## src/rtl/fc_topk_collector.sv

```systemverilog
// Running top-K (class, logit) tracker over one FC logit frame; the table updates on the accepting edge and is visible one cycle later.
// No backpressure: one beat per cycle is always accepted in COLLECT. The optional idle timeout is enabled by FC_TOPK_TIMEOUT_EN.
module fc_topk_collector #(
    parameter int NUM_CLASSES    = 1000,
    parameter int K              = 5,
    parameter int TIMEOUT_CYCLES = 4096
) (
    input  logic                CLK,
    input  logic                RESETn,
    input  logic                start,
    input  logic                fc_out_valid,
    input  logic [10:0]         fc_out_class_idx,
    input  logic signed [7:0]   fc_out_logit,
    output logic                busy,
    output logic                result_valid,
    output logic [10:0]         top1_idx,
    output logic signed [7:0]   top1_logit,
    output logic [11*K-1:0]     topk_idx_flat,
    output logic [8*K-1:0]      topk_logit_flat,
    output logic [K-1:0]        topk_valid,
    output logic [10:0]         beat_count,
    output logic                seq_err,
    output logic                drop_err,
    output logic                timeout_err
);

    typedef enum logic [1:0] {S_IDLE, S_COLLECT, S_DONE} state_t;

    state_t                r_state;
    state_t                w_state_nxt;
    logic [10:0]           r_tbl_idx   [K];
    logic signed [7:0]     r_tbl_logit [K];
    logic [K-1:0]          r_tbl_vld;
    logic [10:0]           w_tbl_idx_nxt   [K];
    logic signed [7:0]     w_tbl_logit_nxt [K];
    logic [K-1:0]          w_tbl_vld_nxt;
    logic [K-1:0]          w_outrank;
    logic [10:0]           r_beat_cnt;
    logic                  r_seq_err;
    logic                  r_drop_err;
    logic                  w_accept;
    logic                  w_last;
    logic                  w_timeout;

    assign w_accept = (r_state == S_COLLECT) && fc_out_valid && !start;
    assign w_last   = w_accept && (r_beat_cnt == 11'(NUM_CLASSES - 1));

    // Table is sorted descending with empties at the bottom, so w_outrank is
    // monotonic: once set at rank r it stays set for every lower rank.
    genvar g;
    generate
        for (g = 0; g < K; g++) begin : g_rank
            assign w_outrank[g] = !r_tbl_vld[g] || (fc_out_logit > r_tbl_logit[g]);
            if (g == 0) begin : g_top
                always_comb begin
                    w_tbl_idx_nxt[g]   = r_tbl_idx[g];
                    w_tbl_logit_nxt[g] = r_tbl_logit[g];
                    w_tbl_vld_nxt[g]   = r_tbl_vld[g];
                    if (w_outrank[g]) begin
                        w_tbl_idx_nxt[g]   = fc_out_class_idx;
                        w_tbl_logit_nxt[g] = fc_out_logit;
                        w_tbl_vld_nxt[g]   = 1'b1;
                    end
                end
            end else begin : g_low
                always_comb begin
                    w_tbl_idx_nxt[g]   = r_tbl_idx[g];
                    w_tbl_logit_nxt[g] = r_tbl_logit[g];
                    w_tbl_vld_nxt[g]   = r_tbl_vld[g];
                    if (w_outrank[g] && !w_outrank[g-1]) begin
                        w_tbl_idx_nxt[g]   = fc_out_class_idx;
                        w_tbl_logit_nxt[g] = fc_out_logit;
                        w_tbl_vld_nxt[g]   = 1'b1;
                    end else if (w_outrank[g]) begin
                        w_tbl_idx_nxt[g]   = r_tbl_idx[g-1];
                        w_tbl_logit_nxt[g] = r_tbl_logit[g-1];
                        w_tbl_vld_nxt[g]   = r_tbl_vld[g-1];
                    end
                end
            end
            assign topk_idx_flat[11*g +: 11]  = r_tbl_idx[g];
            assign topk_logit_flat[8*g +: 8]  = r_tbl_logit[g];
        end
    endgenerate

    always_ff @(posedge CLK or negedge RESETn) begin
        if (!RESETn) begin
            r_state <= S_IDLE;
        end else begin
            r_state <= w_state_nxt;
        end
    end

    always_comb begin
        w_state_nxt = r_state;
        if (start) begin
            w_state_nxt = S_COLLECT;
        end else if (r_state == S_COLLECT && (w_last || w_timeout)) begin
            w_state_nxt = S_DONE;
        end
    end

    always_comb begin
        busy         = (r_state == S_COLLECT);
        result_valid = (r_state == S_DONE);
    end

    always_ff @(posedge CLK or negedge RESETn) begin
        if (!RESETn) begin
            for (int r = 0; r < K; r++) begin
                r_tbl_idx[r]   <= 11'h7FF;
                r_tbl_logit[r] <= -8'sd128;
            end
            r_tbl_vld  <= '0;
            r_beat_cnt <= '0;
            r_seq_err  <= 1'b0;
            r_drop_err <= 1'b0;
        end else if (start) begin
            for (int r = 0; r < K; r++) begin
                r_tbl_idx[r]   <= 11'h7FF;
                r_tbl_logit[r] <= -8'sd128;
            end
            r_tbl_vld  <= '0;
            r_beat_cnt <= '0;
            r_seq_err  <= 1'b0;
            r_drop_err <= 1'b0;
        end else begin
            if (w_accept) begin
                for (int r = 0; r < K; r++) begin
                    r_tbl_idx[r]   <= w_tbl_idx_nxt[r];
                    r_tbl_logit[r] <= w_tbl_logit_nxt[r];
                end
                r_tbl_vld  <= w_tbl_vld_nxt;
                r_beat_cnt <= r_beat_cnt + 11'd1;
                if (fc_out_class_idx != r_beat_cnt) begin
                    r_seq_err <= 1'b1;
                end
            end
            if (fc_out_valid && r_state != S_COLLECT) begin
                r_drop_err <= 1'b1;
            end
        end
    end

`ifdef FC_TOPK_TIMEOUT_EN
    localparam int TW = $clog2(TIMEOUT_CYCLES + 1);

    logic [TW-1:0] r_idle_cnt;
    logic          r_timeout_err;

    // Fires on the edge that completes the TIMEOUT_CYCLES-th consecutive idle cycle.
    assign w_timeout = (r_state == S_COLLECT) && !start && !fc_out_valid &&
                       (r_idle_cnt == TW'(TIMEOUT_CYCLES - 1));

    always_ff @(posedge CLK or negedge RESETn) begin
        if (!RESETn) begin
            r_idle_cnt    <= '0;
            r_timeout_err <= 1'b0;
        end else if (start) begin
            r_idle_cnt    <= '0;
            r_timeout_err <= 1'b0;
        end else begin
            if (r_state != S_COLLECT || fc_out_valid) begin
                r_idle_cnt <= '0;
            end else begin
                r_idle_cnt <= r_idle_cnt + 1'b1;
            end
            if (w_timeout) begin
                r_timeout_err <= 1'b1;
            end
        end
    end

    assign timeout_err = r_timeout_err;
`else
    assign w_timeout   = 1'b0;
    assign timeout_err = 1'b0;
`endif

    assign top1_idx    = r_tbl_idx[0];
    assign top1_logit  = r_tbl_logit[0];
    assign topk_valid  = r_tbl_vld;
    assign beat_count  = r_beat_cnt;
    assign seq_err     = r_seq_err;
    assign drop_err    = r_drop_err;

endmodule

```

## config.mk

```make
export PLATFORM = sky130hd
export DESIGN_NAME = fc_topk_collector
export DESIGN_NICKNAME = d
export VERILOG_FILES = /design/src/rtl/fc_topk_collector.sv
export SDC_FILE = /design/constraint.sdc
export NUM_CORES = 1
export LEC_CHECK = 0
export CELL_PAD_IN_SITES_DETAIL_PLACEMENT = 0
export CELL_PAD_IN_SITES_GLOBAL_PLACEMENT = 1
export CORE_ASPECT_RATIO = 0.75
export CORE_UTILIZATION = 40
export CTS_BUF_LIST = sky130_fd_sc_hd__clkbuf_2 sky130_fd_sc_hd__clkbuf_4 sky130_fd_sc_hd__clkbuf_8
export CTS_CLUSTER_DIAMETER = 100
export DETAILED_ROUTE_END_ITERATION = 6
export PLACE_DENSITY = 0.8
export SLEW_MARGIN = 5
export SYNTH_ARGS = -nofsm -noshare
export SYNTH_HDL_FRONTEND = slang
export SYNTH_SLANG_ARGS = --single-unit
```

## constraint.sdc

```tcl
create_clock -name CLK -period 3.25 [get_ports CLK]
set_input_delay 0.4875 -clock CLK [delete_from_list [all_inputs] [get_ports CLK]]
set_output_delay 0.4875 -clock CLK [all_outputs]
set_load 0.1 [all_outputs]
```

# Word level (Yosys, flattened, before mapping)
# Cells that the tools add are included.
# W data, S select, Z words.
# word_totals
latchBits,0
register_bits,115
n_memories,0
romBits,0
wordCells,111
mem_bits_rw,0
# op_classes
bitwise,0
eq_ne,5
div_mod_pow,0
multipliers,0
shift,0
addsub,1
n_lt_le_gt_ge,5
reduce_logical,39
n_mux,42
# ops
op,n
$mux W11,11
$mux W55,2
$mux W40,2
$mux W8,9
$gt A8 B8 Y1,5
$mux W1,14
$reduce_and A2 Y1,6
$reduce_bool A3 Y1,4
$add A11 B1 Y11 const B,1
$eq A11 B10 Y1 const B,1
$ne A11 B11 Y1,1
$logic_not A1 Y1,10
$mux W5,2
$reduce_bool A2 Y1,5
$logic_and A1 B1 Y1,9
$logic_or A1 B1 Y1,5
$mux W2,2
$eq A2 B1 Y1 const B,1
$eq A2 B2 Y1 const B,1
$ne A2 B1 Y1 const B,1

# Logic depth before layout (Yosys ltp)
# Gate-level depths: netlist (run 1).
# logic_depth
word_depth,7
ltp_mapped,10
mapped_depth_nobuf,8

# Worst setup path after synthesis (run 1)
# No wires, ideal clock.
# synth_path
path_kind,flip-flop to flip-flop
from,register r_tbl_logit (netlist bit topk_logit_flat[27])
to,register r_tbl_logit (netlist bit topk_logit_flat[38])
setup_time_ps,122
path_stages_with_launch,10
arrival_time_ps,2768
period_less_slack_ps,2890
setup_slack_ps,360
path_cell_list,dfrtp_1 inv_1 ha_1 and4_1 nand4_1 a31oi_4 buf_4 a211oi_1 a311o_1 a22o_1
# synth_via
elab_chain_cells,7
# synth_rtl
element,line,rtl
from (decl),32,logic signed [7:0] r_tbl_logit [K];
"from (signal, indexed assignment)",112,r_tbl_logit[r] <= -8'sd128;
"from (signal, indexed assignment)",121,r_tbl_logit[r] <= -8'sd128;
"from (signal, indexed assignment)",131,r_tbl_logit[r] <= w_tbl_logit_nxt[r];
$gt A8 B8 Y1 *,53,assign w_outrank[g] = !r_tbl_vld[g] || (fc_out_logit > r_tbl_logit[g]);
$logic_or A1 B1 Y1 *,53,
$logic_not A1 Y1 *,70,if (w_outrank[g] && !w_outrank[g-1]) begin
$logic_and A1 B1 Y1 *,70,
$mux W8,70,
$mux W40,128,if (w_accept) begin
$mux W40,118,end else if (start) begin
# Every way passes the cells marked *; elsewhere a longest branch is shown, timed or not. The select of a mux whose other input is x is not followed.
# A chain may end at the register's enable or synchronous reset.

# Worst setup path in the final report (run 1)
# layout_path
from,input port fc_out_logit[5]
to,register r_tbl_logit (netlist bit topk_logit_flat[37])
# layout_via
elab_chain_cells,7
# layout_rtl
element,line,rtl
from (decl),13,"input logic signed [7:0] fc_out_logit,"
$gt A8 B8 Y1,53,
$logic_or A1 B1 Y1,53,
$logic_not A1 Y1,70,
$logic_and A1 B1 Y1,70,
$mux W8,70,
$mux W40,128,
$mux W40,118,
# Parallel ways exist; a longest one is shown, timed or not. The select of a mux whose other input is x is not followed.

==> results.sh, run 1 <==
export IMPL_status="finished clean"
export IMPL_synth_yosys_seq_area_share=0.417
export IMPL_ys_warn_count=0
export IMPL_numPortBuffers=156
export IMPL_r2r_end="topk_logit_flat[9]"
export IMPL_maxSlewViolCount=0
export IMPL_cts_buffers=17
export IMPL_maxCapViolCount=0
export IMPL_row_count=41
export IMPL_cts_resized=0
export IMPL_n_antenna_cell=0
export IMPL_cts_num_sinks=115
export IMPL_critPathBufInv=2
export IMPL_layout_drive_gt1_share=0.323
export IMPL_critPathMaxStageDelay_ns=0.62
export IMPL_placed_area_um2=8560
export IMPL_hpwlAfterDp_um=15400
export IMPL_cts_setup_buffers=0
export IMPL_post_synth_inst_count=712
export IMPL_worstPathRequired_ns=3.58
export IMPL_cts_tree="built"
export IMPL_grt_setup_unrepaired="no"
export IMPL_cp_slowest_cell="clkdlybuf4s50_1"
export IMPL_holdBufCountCts=0
export IMPL_grt_pass1_wl_um=32500
export IMPL_syn_to_final_growth_pct=26.4
export IMPL_crit_chain="clkdlybuf4s50_1, buf_4, ha_1, o21ai_0, nand2_1, a31oi_4, a211oi_1, a311o_1, a22o_1"
export IMPL_cp_top_family="compound AO/OA/AOI/OAI gates"
export IMPL_vias_per_cell=5.56
export IMPL_num_vias=6156
export IMPL_crit_start="fc_out_logit[5]"
export IMPL_relSlewSlack=0.351
export IMPL_post_route_min_period_ns=2.78
export IMPL_finalSetupViolations=0
export IMPL_wl_per_cell_um=18.5
export IMPL_critPathMaxFanout=14
export IMPL_endpoint_kind="flip-flop"
export IMPL_skew_ns=0.0105
export IMPL_start_util=0.415
export IMPL_first_pass_iters=5
export IMPL_drtIter0Drc=377
export IMPL_ios=158
export IMPL_drc_errors=0
export IMPL_power_density_nw_per_um2=473
export IMPL_yosysUniqueCellTypes=64
export IMPL_fin_setup_tns_ns=0
export IMPL_gr_total_overflow=0
export IMPL_synth_avg_cell_area_um2=9.95
export IMPL_max_freq_ghz=0.360
export IMPL_finalInstanceArea_um2=8960
export IMPL_clk_path_buf_depth=2
export IMPL_synthArstFlopShare=1.00
export IMPL_hold_violations=0
export IMPL_wl_um=20500
export IMPL_crit_type="primary input to flip-flop"
export IMPL_path_clk_slew_ns=0.07
export IMPL_timing_rr_start="top1_logit[7]"
export IMPL_hold_class="primary input to async pin"
export IMPL_grt_pass1_vias=6033
export IMPL_clk_latency_ns=0.45
export IMPL_htreeDepth=4
export IMPL_synth_edf_count=0
export IMPL_die_w_um=156
export IMPL_root_buffer="clkbuf_8"
export IMPL_worstMarginPinSlew_ns=0.970
export IMPL_gp_congestion=0.904
export IMPL_reg2reg_slack_ns=0.66
export IMPL_syn_num_nets=776
export IMPL_irDropWorstVdd_uv=362
export IMPL_post_route_period_util=0.855
export IMPL_fp_coreArea_um2=17100
export IMPL_die_area_um2=18300
export IMPL_cellLeakagePower_nw=4.08
export IMPL_netlist_area_um2=7090
export IMPL_synth_ff_type="dfstp_2"
export IMPL_cp_data_arrival_time_ns=3.11
export IMPL_grt_usage=0.231
export IMPL_die_h_um=117
export IMPL_synth_seq_cells=115
export IMPL_finalNetCount=923
export IMPL_reg2regPathDepth=9
export IMPL_drtAntennaViolNets=0
export IMPL_grt_max_degree=61
export IMPL_start_kind="primary input"
export IMPL_antenna_found_initial=0
## how the worst max path moves through the flow
stage / cells after the start / slack [ns] / end
final: 9 / 0.47 / topk_logit_flat[37]
after global routing: 9 / 0.33 / topk_logit_flat[23]
after CTS: 8 / 0.53 / topk_idx_flat[42]
after detailed placement: 8 / 0.06 / topk_idx_flat[42]
after global placement: 9 / 0.15 / topk_logit_flat[22]
after floorplan: 9 / 0.36 / topk_logit_flat[38]
## cells by family after synthesis
logic type,synth area share
buffers and inverters,0.0869
AO/OA/AOI/OAI,0.207
AND/OR/NAND/NOR,0.110
other,0.000529
adder cells (fa/ha/maj),0.0724
multiplexers,0.0819
flip-flops,0.417
XOR/XNOR,0.0247
## cell usage after synthesis (all sizes together) (12+ instances only)
master	instances	share of area
dfstp	60	0.22
mux2i	58	0.082
inv	57	0.030
dfrtp	55	0.19
ha	41	0.072
nand2	40	0.022
buf	39	0.044
a21oi	36	0.028
nor2	34	0.018
o21ai	29	0.022
o22ai	29	0.026
nand3	27	0.019
clkbuf	24	0.013
a2bb2oi	23	0.028
xor2	17	0.021
a22oi	15	0.016
a31oi	15	0.016
and3	14	0.012
a32oi	12	0.015
## final cells by class
type | instances | area [µm²]
Multi-Input combinational cell | 477 | 3530
Sequential cell | 115 | 2950
Tap cell | 236 | 295
Fill cell | 1561 | 8120
Clock inverter | 13 | 155
Timing Repair Buffer | 191 | 1560
Inverter | 57 | 214
Clock buffer | 18 | 248
## state kept, by name, indices dropped and copies added (netlist names)
| name | flops |
|---|---|
| top1_idx | 11 |
| topk_valid | 5 |
| r_state | 2 |
| top1_logit | 8 |
| topk_idx_flat | 44 |
| topk_logit_flat | 32 |
| drop_err | 1 |
| seq_err | 1 |
| beat_count | 11 |
## routing by layer
| layer | vias up | global-route usage | wire length, µm |
|---|---|---|---|
| met2 | 237 | 0.349 | 9050 |
| li1 | 2903 | - | - |
| met4 | 0 | 0.0542 | 114 |
| met5 | - | 0 | 0 |
| met3 | 13 | 0.0530 | 1350 |
| met1 | 3003 | 0.334 | 10000 |
## power by group
part	switching [mW]	internal, mW	total (mW)	leakage (nW)
sequential	0.0663	1.51	1.58	1.38
clock	0.648	0.774	1.42	0.210
combinational	0.922	0.316	1.24	2.49
total	1.64	2.60	4.24	4.08
## per-stage QoR
step,power [mW],setup slack [ns],hold slack (ns),std cells,util
2_1_floorplan,2.52,0.360,0.192,712,-
3_3_place_gp,2.82,0.152,0.453,1076,0.501
3_5_place_dp,2.84,0.0555,0.451,1076,0.501
4_1_cts,4.26,0.527,0.145,1107,0.525
5_1_grt,4.39,0.326,0.154,1107,0.525
6_report,4.24,0.470,0.112,1107,0.525
## layout by cell type, fill, tap and decap left out, types with 27 or more instances in the layout
master,Yosys,layout
a21oi_1,32,32
buf_4,23,163
dfrtp_1,55,55
dfstp_2,60,60
ha_1,41,41
inv_1,56,56
mux2i_1,58,58
nand2_1,38,38
nand3_1,27,27
nor2_1,34,34
o22ai_1,29,29
(Power assumes the default switching activity.)
==> run 2: changes to the inputs <==
--- a/config.mk
+++ b/config.mk
@@ -12,6 +12,7 @@
 export CTS_BUF_LIST = sky130_fd_sc_hd__clkbuf_2 sky130_fd_sc_hd__clkbuf_4 sky130_fd_sc_hd__clkbuf_8
 export CTS_CLUSTER_DIAMETER = 100
 export DETAILED_ROUTE_END_ITERATION = 6
+export HOLD_SLACK_MARGIN = 0.15
 export PLACE_DENSITY = 0.8
 export SLEW_MARGIN = 5
 export SYNTH_ARGS = -nofsm -noshare
==> results.sh, run 2 (synthesized netlist as in run 1, its figures left out) <==
export IMPL_htreeDepth=4
export IMPL_wl_per_cell_um=18.6
export IMPL_grt_usage=0.231
export IMPL_cp_data_arrival_time_ns=3.11
export IMPL_max_freq_ghz=0.360
export IMPL_antenna_found_initial=0
export IMPL_maxSlewViolCount=0
export IMPL_cts_setup_buffers=0
export IMPL_grt_pass1_wl_um=32500
export IMPL_finalInstanceArea_um2=8970
export IMPL_post_route_min_period_ns=2.78
export IMPL_worst_slack_ns=0.470
export IMPL_clk_path_buf_depth=2
export IMPL_fin_setup_tns_ns=0
export IMPL_fin_cells=1108
export IMPL_gp_congestion=0.904
export IMPL_die_h_um=117
export IMPL_maxCapViolCount=0
export IMPL_grt_setup_unrepaired="no"
export IMPL_gr_total_overflow=0
export IMPL_drtIter0Drc=431
export IMPL_endpoint_kind="flip-flop"
export IMPL_critPathMaxFanout=14
export IMPL_relSlewSlack=0.351
export IMPL_grt_pass1_vias=6033
export IMPL_skew_ns=0.0140
export IMPL_power_density_nw_per_um2=473
export IMPL_fp_coreArea_um2=17100
export IMPL_grt_max_degree=61
export IMPL_start_kind="primary input"
export IMPL_layout_drive_gt1_share=0.322
export IMPL_root_buffer="clkbuf_8"
export IMPL_mostFrequentLayoutCell="buf_4"
export IMPL_hpwlAfterDp_um=15400
export IMPL_die_area_um2=18300
export IMPL_place_ws_ns=0.0555
export IMPL_setup_worst_path_end="topk_logit_flat[37]"
export IMPL_status="finished clean"
export IMPL_vias_per_cell=5.52
export IMPL_crit_type="primary input to flip-flop"
export IMPL_worstPathRequired_ns=3.58
export IMPL_place_inst=1076
export IMPL_hold_depth=2
export IMPL_post_route_period_util=0.855
export IMPL_reg2regPathDepth=9
export IMPL_cts_buffers=17
export IMPL_drtAntennaViolNets=0
export IMPL_n_antenna_cell=0
export IMPL_largest_reg_flops=44
export IMPL_start_util=0.415
export IMPL_hold_violations=0
export IMPL_numPortBuffers=156
export IMPL_timing_rr_start="topk_logit_flat[15]"
export IMPL_cts_tree="built"
export IMPL_placed_area_um2=8560
export IMPL_worstMarginPinSlew_ns=0.970
export IMPL_ios=158
export IMPL_crit_start="fc_out_logit[5]"
export IMPL_worst_hold_slack_ns=0.464
export IMPL_drc_errors=0
export IMPL_wl_um=20600
export IMPL_clk_latency_ns=0.45
export IMPL_finalSetupViolations=0
export IMPL_first_pass_iters=5
export IMPL_reg2reg_slack_ns=0.64
export IMPL_p_total_mw=4.24
export IMPL_syn_to_final_growth_pct=26.6
export IMPL_irDropWorstVdd_uv=362
export IMPL_num_vias=6116
export IMPL_row_count=41
export IMPL_layout_common_cells="buf_4, dfstp_2, mux2i_1, inv_1, dfrtp_1"
export IMPL_die_w_um=156
export IMPL_finalNetCount=924
export IMPL_n_fill_cell=1560
export IMPL_cts_num_sinks=115
export IMPL_utilization=0.525
export IMPL_r2r_end="topk_logit_flat[13]"
export IMPL_path_clk_slew_ns=0.07
export IMPL_cellLeakagePower_nw=4.08
export IMPL_hold_class="flip-flop to flip-flop"
==> run 2: worst min path at each step <==
| stage | from | to | slack (ns) |
|---|---|---|---|
| final | topk_idx_flat[51] | topk_idx_flat[51] | 0.46 |
| after global routing | topk_idx_flat[49] | topk_idx_flat[49] | 0.48 |
| after CTS | topk_idx_flat[51] | topk_idx_flat[51] | 0.46 |
| after detailed placement | topk_idx_flat[51] | topk_idx_flat[51] | 0.45 |
| after global placement | topk_idx_flat[48] | topk_idx_flat[48] | 0.45 |
| after floorplan | RESETn | beat_count[0] | 0.19 |
==> run 2: per-layer routing <==
metal | wire length, µm | part of all wire | global-route usage | vias up
met4 | 110 | 0.0053 | 0.0542 | 0
met2 | 9120 | 0.44 | 0.349 | 204
met3 | 1270 | 0.062 | 0.0530 | 11
met5 | 0 | 0 | 0 | -
met1 | 10100 | 0.49 | 0.334 | 2994
li1 | - | - | - | 2907
==> run 2: layout make-up <==
class	count	area (µm²)	area share
multi-input cells	477	3530	0.394
clock buffers	18	248	0.0276
clock inverters	13	155	0.0173
flip-flops and latches	115	2950	0.329
inverters	57	214	0.0239
well taps	236	295	0.0329
repair buffers	192	1570	0.175
==> run 2: what timing repair did <==
item,CTS,global route
gates resized for setup,0,0
hold endpoints to repair,10,0
hold buffers,1,0
==> run 2: worst max-delay path, cell delays in order <==
cell and delay, ns:
clkdlybuf4s50_1 0.62, buf_4 0.28, ha_1 0.31, o21ai_0 0.18, nand2_1 0.13, a31oi_4 0.41, a211oi_1 0.08, a311o_1 0.38
a22o_1 0.22
==> run 2: power breakdown <==
group | internal [mW] | switching [mW] | total, mW
Clock | 0.774 | 0.646 | 1.42
Sequential | 1.51 | 0.0665 | 1.58
Combinational | 0.317 | 0.922 | 1.24
